$ cat config.mk
export PLATFORM = sky130hd
export DESIGN_NAME = puf_sequencer
export DESIGN_NICKNAME = d
export VERILOG_FILES = /design/src/rtl/puf_pkg.sv /design/src/rtl/puf_lfsr8.sv /design/src/rtl/puf_sequencer.sv
export SDC_FILE = /design/constraint.sdc
export NUM_CORES = 1
export LEC_CHECK = 0
export ABC_AREA = 1
export CAP_MARGIN = 10
export CORE_ASPECT_RATIO = 1.4
export CORE_MARGIN = 5
export CORE_UTILIZATION = 60
export DETAILED_ROUTE_END_ITERATION = 10
export DONT_BUFFER_PORTS = 1
export PLACE_DENSITY = 0.78
export SLEW_MARGIN = 20
export SYNTH_ARGS = -nofsm -noshare
export SYNTH_HDL_FRONTEND = slang
export SYNTH_SLANG_ARGS = --single-unit
$ cat constraint.sdc
create_clock -name clk -period 2.45 [get_ports clk]
set_input_delay 0.245 -clock clk [delete_from_list [all_inputs] [get_ports clk]]
set_output_delay 0.245 -clock clk [all_outputs]
set_load 0.005 [all_outputs]
$ cat src/rtl/puf_pkg.sv
// Shared types, constants and helpers for the ring-oscillator PUF sequencer.
// The LFSR step and select derivation live here so the sequencer and its LFSR agree.
package puf_pkg;

    localparam int CNT_W_DEF = 16;
    localparam int WIN_W_DEF = 12;

    // Feedback taps at bits 7, 5, 4 and 3
    localparam logic [7:0] LFSR_TAPS = 8'hB8;
    localparam logic [3:0] LAST_ROUND = 4'd7;

    typedef enum logic [2:0] {
        S_IDLE,
        S_CLEAR,
        S_RUN,
        S_SAMPLE,
        S_DONE
    } state_t;

    function automatic logic [7:0] lfsr_next(input logic [7:0] v);
        return {v[6:0], ^(v & LFSR_TAPS)};
    endfunction

    // Oscillator B must never be the same ring as oscillator A
    function automatic logic [2:0] pick_b(input logic [7:0] v);
        return (v[5:3] == v[2:0]) ? (v[2:0] ^ 3'b001) : v[5:3];
    endfunction

endpackage

$ cat src/rtl/puf_lfsr8.sv
// 8-bit Fibonacci LFSR holding the challenge; a load seeds and steps in one edge.
// stepped shows the value the register takes on the next load/step edge.
module puf_lfsr8
    import puf_pkg::*;
(
    input  logic       clk,
    input  logic       rst,
    input  logic       load,
    input  logic       step,
    input  logic [7:0] seed,
    output logic [7:0] stepped
);

    logic [7:0] value;
    logic [7:0] base;

    // An all-zero seed would lock the LFSR, so substitute 8'h01
    always_comb begin
        base = value;
        if (load) begin
            base = (seed == 8'h00) ? 8'h01 : seed;
        end
        stepped = lfsr_next(base);
    end

    always_ff @(posedge clk) begin
        if (rst) begin
            value <= 8'h01;
        end else if (load || step) begin
            value <= stepped;
        end
    end

endmodule

$ cat src/rtl/puf_sequencer.sv
// Eight-round ring-oscillator PUF sequencer: clear, run a window, compare counts,
// shift one response bit per round; the challenge LFSR picks the oscillator pair.
module puf_sequencer
    import puf_pkg::*;
#(
    parameter int CNT_W = CNT_W_DEF,
    parameter int WIN_W = WIN_W_DEF
) (
    input  logic             clk,
    input  logic             rst,
    input  logic             en,
    input  logic [7:0]       chall_in,
    input  logic [WIN_W-1:0] window,
    input  logic [CNT_W-1:0] cnt_a,
    input  logic [CNT_W-1:0] cnt_b,
    output logic             osc_en,
    output logic             cnt_clr,
    output logic [2:0]       sel_a,
    output logic [2:0]       sel_b,
    output logic [7:0]       response,
    output logic             ready,
    output logic             busy
);

    state_t           state;
    logic [WIN_W-1:0] win_len;
    logic [WIN_W-1:0] win_cnt;
    logic [3:0]       round;
    logic             start;
    logic             lfsr_step;
    logic [7:0]       stepped;

    assign start = en && ((state == S_IDLE) || (state == S_DONE));
    assign lfsr_step = (state == S_SAMPLE) && (round != LAST_ROUND);

    puf_lfsr8 u_lfsr (
        .clk     (clk),
        .rst     (rst),
        .load    (start),
        .step    (lfsr_step),
        .seed    (chall_in),
        .stepped (stepped)
    );

    always_ff @(posedge clk) begin
        if (rst) begin
            state    <= S_IDLE;
            osc_en   <= 1'b0;
            cnt_clr  <= 1'b0;
            sel_a    <= 3'd0;
            sel_b    <= 3'd0;
            response <= 8'h00;
            ready    <= 1'b0;
            busy     <= 1'b0;
            round    <= 4'd0;
            win_len  <= '0;
            win_cnt  <= '0;
        end else begin
            unique case (state)
                S_IDLE, S_DONE: begin
                    if (en) begin
                        state    <= S_CLEAR;
                        cnt_clr  <= 1'b1;
                        osc_en   <= 1'b0;
                        busy     <= 1'b1;
                        ready    <= 1'b0;
                        response <= 8'h00;
                        round    <= 4'd0;
                        win_len  <= (window == '0) ? WIN_W'(1) : window;
                        sel_a    <= stepped[2:0];
                        sel_b    <= pick_b(stepped);
                    end
                end
                S_CLEAR: begin
                    state   <= S_RUN;
                    cnt_clr <= 1'b0;
                    osc_en  <= 1'b1;
                    win_cnt <= win_len;
                end
                S_RUN: begin
                    win_cnt <= win_cnt - 1'b1;
                    if (win_cnt == WIN_W'(1)) begin
                        state  <= S_SAMPLE;
                        osc_en <= 1'b0;
                    end
                end
                S_SAMPLE: begin
                    response <= {response[6:0], (cnt_a > cnt_b)};
                    round    <= round + 4'd1;
                    if (round == LAST_ROUND) begin
                        state <= S_DONE;
                        ready <= 1'b1;
                        busy  <= 1'b0;
                    end else begin
                        state   <= S_CLEAR;
                        cnt_clr <= 1'b1;
                        sel_a   <= stepped[2:0];
                        sel_b   <= pick_b(stepped);
                    end
                end
                default: begin
                    state <= S_IDLE;
                end
            endcase
        end
    end

endmodule

==> flow_summary.toml <==
[run_status]
status = "finished, final reports clean"

[sta]
hold_viol = 0
post-route-period-util_pct = 71.8
finalSetupViolations = 0
relSlewSlack_pct = 63.9
drv_slew = 0
rsz0062_at_grt = "false"
skew_ns = 0.00757
setup-tns-final_ns = 0
worstMarginPinSlew_ns = 0.538
fmax_ghz = 0.569
post-route-min-period_ns = 1.76

[pwr]
clockPowerShare_pct = 25.3
internal_power_mw = 2.07
power_frac_seq_pct = 36.6
p_per_area_mw_per_mm2 = 1030
leakagePower_nw = 1.49
p_comb_share_pct = 38.1
p_switching_mw = 1.38
peakVddDrop_mv = 0.642
p_sw_share_pct = 40.0

[yosys]
synth-compound-area-share_pct = 17.5
yosys.cell_types.count = 34
yosysSeqAreaShare_pct = 36.3
syn_nets = 529
yosysWarnings = 0
syn_inst = 455
yosys.area_share.simple_pct = 26.5
synthesis.area_mm2 = 0.00315
ys_seq_elements = 57
synth_fa_ha_area_share_pct = 7.56
synth-xor-area-share_pct = 0.557
postSynthAreaPerCell_um2 = 6.91
synthMuxAreaShare_pct = 0
synth_top_family_by_area = "simple AND/OR/NAND/NOR gates"

[detailed_routing]
vias = 2948
drc_errors = 0
drt_iter0_drc = 199
avgViaCountPerCell = 5.65
drt-total-wl_um = 7240
drtAntennaViolNets = 0
drtPass1Iterations = 6
post_drt_wl_per_cell_um = 13.9

[floorplanning]
fp-row-count = 31
start_util_pct = 61.4
die_w_um = 71.2
dieArea_mm2 = 0.00681
io_pins = 73
coreArea_mm2 = 0.00512
die_h_um = 95.7

[cts]
path_clk_slew_ns = 0.06
cts_tree = "done"
clk_latency_ns = 0.33
htreeDepth = 3
cts_root_buf = "clkbuf_8"
clock_sinks = 57
clk_path_buf_depth = 2
numCtsBuffers = 9

[finish]
postLayoutCellArea_mm2 = 0.00335
nNetsFinal = 526
layout_common_cells = "112 x nand2_1, 65 x inv_1, 57 x dfxtp_1, 47 x a21oi_1, 32 x nor2_1"
final_common_cell = "nand2_1"
regArea_mm2 = 0.00114
num_antenna_cells = 0
nFillCells = 493
multi_input_area_mm2 = 0.00164
drive_gt1_share_pct = 6.36
area_growth_pct = 6.36

[min_path]
hp-class = "primary input to flip-flop"

[worst_setup_path]
startpoint_type = "flip-flop"
r2r-end = "u_lfsr.value[5]"
cp.arrival_ns = 1.97
ff2ff_path_depth = 9
cp-startpoint = "state[0]"
crit_type = "flip-flop to flip-flop"
end_kind = "flip-flop"
critPathCapture = "u_lfsr.value[5]"
cp_data_required_time_ns = 2.67
worstReg2RegStart = "state[0]"
reg2reg_slack_ns = 0.69
critPathMaxFanout = 13

[global_route]
use_met1_pct = 23.4
grt_max_degree = 35
grtUsageTotal_pct = 22.3
antenna_found_initial = 0
grt_use_met2_pct = 39.4
grt.met3_usage_pct = 7.28
overflow = 0
grt_pass1_wl_um = 12200
grt_pass1_vias = 2841
gr-max-usage-layer = "met2"

[placed_design]
routabilityCongestion = 0.886
io_buffers = 0
dpl.hpwl_um = 5490
postPlaceCellArea_mm2 = 0.00313

[flow_run]
maxCapViolations = 0
[cell families (layout without fill, tap and decap cells)]
group                    count (synthesis)  after routing
AND/OR/NAND/NOR                        191            191
AO/OA/AOI/OAI                          100            100
buffers and inverters                   86             87
flip-flops                              57             57
adder cells (fa/ha/maj)                 19             19
XOR/XNOR                                 2              2
[flip-flops by register name, indices dropped and copies added, names as in the netlist]
signal and flops:
win_cnt 12, win_len 12, response 8, u_lfsr.value 8, round 4, sel_a 3, sel_b 3, state 3
busy 1, cnt_clr 1, osc_en 1, ready 1
[power by group through the flow]
stage | Clock (mW) | Sequential, mW | Combinational (mW)
finish | 0.875 | 1.26 | 1.31
global route | 0.933 | 1.29 | 1.52
CTS | 0.879 | 1.26 | 1.31
detailed placement | 0 | 1.28 | 1.28
global placement | 0 | 1.28 | 1.25
floorplan | 0 | 1.24 | 1.12
[stage by stage]
stage	setup slack (ns)	std cells	utilization (%)	hold slack (ns)	power [mW]
final	0.692	522	65.3	0.0513	3.45
after global routing	0.522	522	65.3	0.0485	3.74
after CTS	0.685	522	65.3	0.0454	3.45
after detailed placement	0.697	506	61.1	0.322	2.56
after global placement	0.722	506	61.1	0.320	2.53
after floorplan	1.06	455	-	0.384	2.36
[worst min-delay path by stage]
stage                         start          to  cells past startpoint  slack [ns]
after floorplan           window[7]  win_len[7]                      2        0.38
after global placement          rst     cnt_clr                      1        0.32
after detailed placement        rst    round[3]                      1        0.32
after CTS                 window[3]  win_len[3]                      2        0.05
after global routing      window[3]  win_len[3]                      2        0.05
final                     window[3]  win_len[3]                      2        0.05
[critical path, cell delays in order (launching register included)]
cell,delay (ns)
dfxtp_1,0.41
inv_1,0.07
nor2_2,0.13
nand2_1,0.15
nor2_1,0.21
inv_2,0.08
nand2_4,0.15
inv_2,0.14
o21ai_0,0.24
a21oi_1,0.06
[per-layer routing]
metal	vias up	part of all wire (%)	routed length, um
met5	-	0	0
met4	0	3.2	235
met3	27	5.4	393
met2	85	52	3760
met1	1363	39	2860
li1	1473	-	-
[synth_stat cells (all sizes together)]
master	number	area, um^2
nand2	115	449
inv	69	259
dfxtp	57	1140
a21oi	47	235
nor2	34	133
o21ai	34	174
nand3	22	110
ha	19	238
buf	10	82.6
nor3	8	62.6
nand4	7	43.8
clkbuf	6	22.5
a31oi	5	31.3
o22ai	4	25.0
nor4	3	18.8
o211ai	3	22.5
a211oi	2	20.0
a221oi	2	17.5
nand3b	2	15.0
xor2	2	17.5
a311oi	1	8.76
clkinv	1	3.75
o21a	1	7.51
o21bai	1	7.51
[repair_timing]
action                    4_1_cts  5_1_grt
hold endpoints to repair       34        0
hold buffers                    1        0
resized for setup               0        0
buffers inserted                0        0
[cell type report]
cell class                      count  share of cell area [%]
Timing Repair Buffer                2                   0.823
Tap cell                           66                    2.47
Inverter                           70                    7.85
Clock inverter                      3                    1.20
Sequential cell                    57                    34.1
Clock buffer                       12                    4.64
Multi-Input combinational cell    312                    48.9
Power figures use the tool's default switching activity.
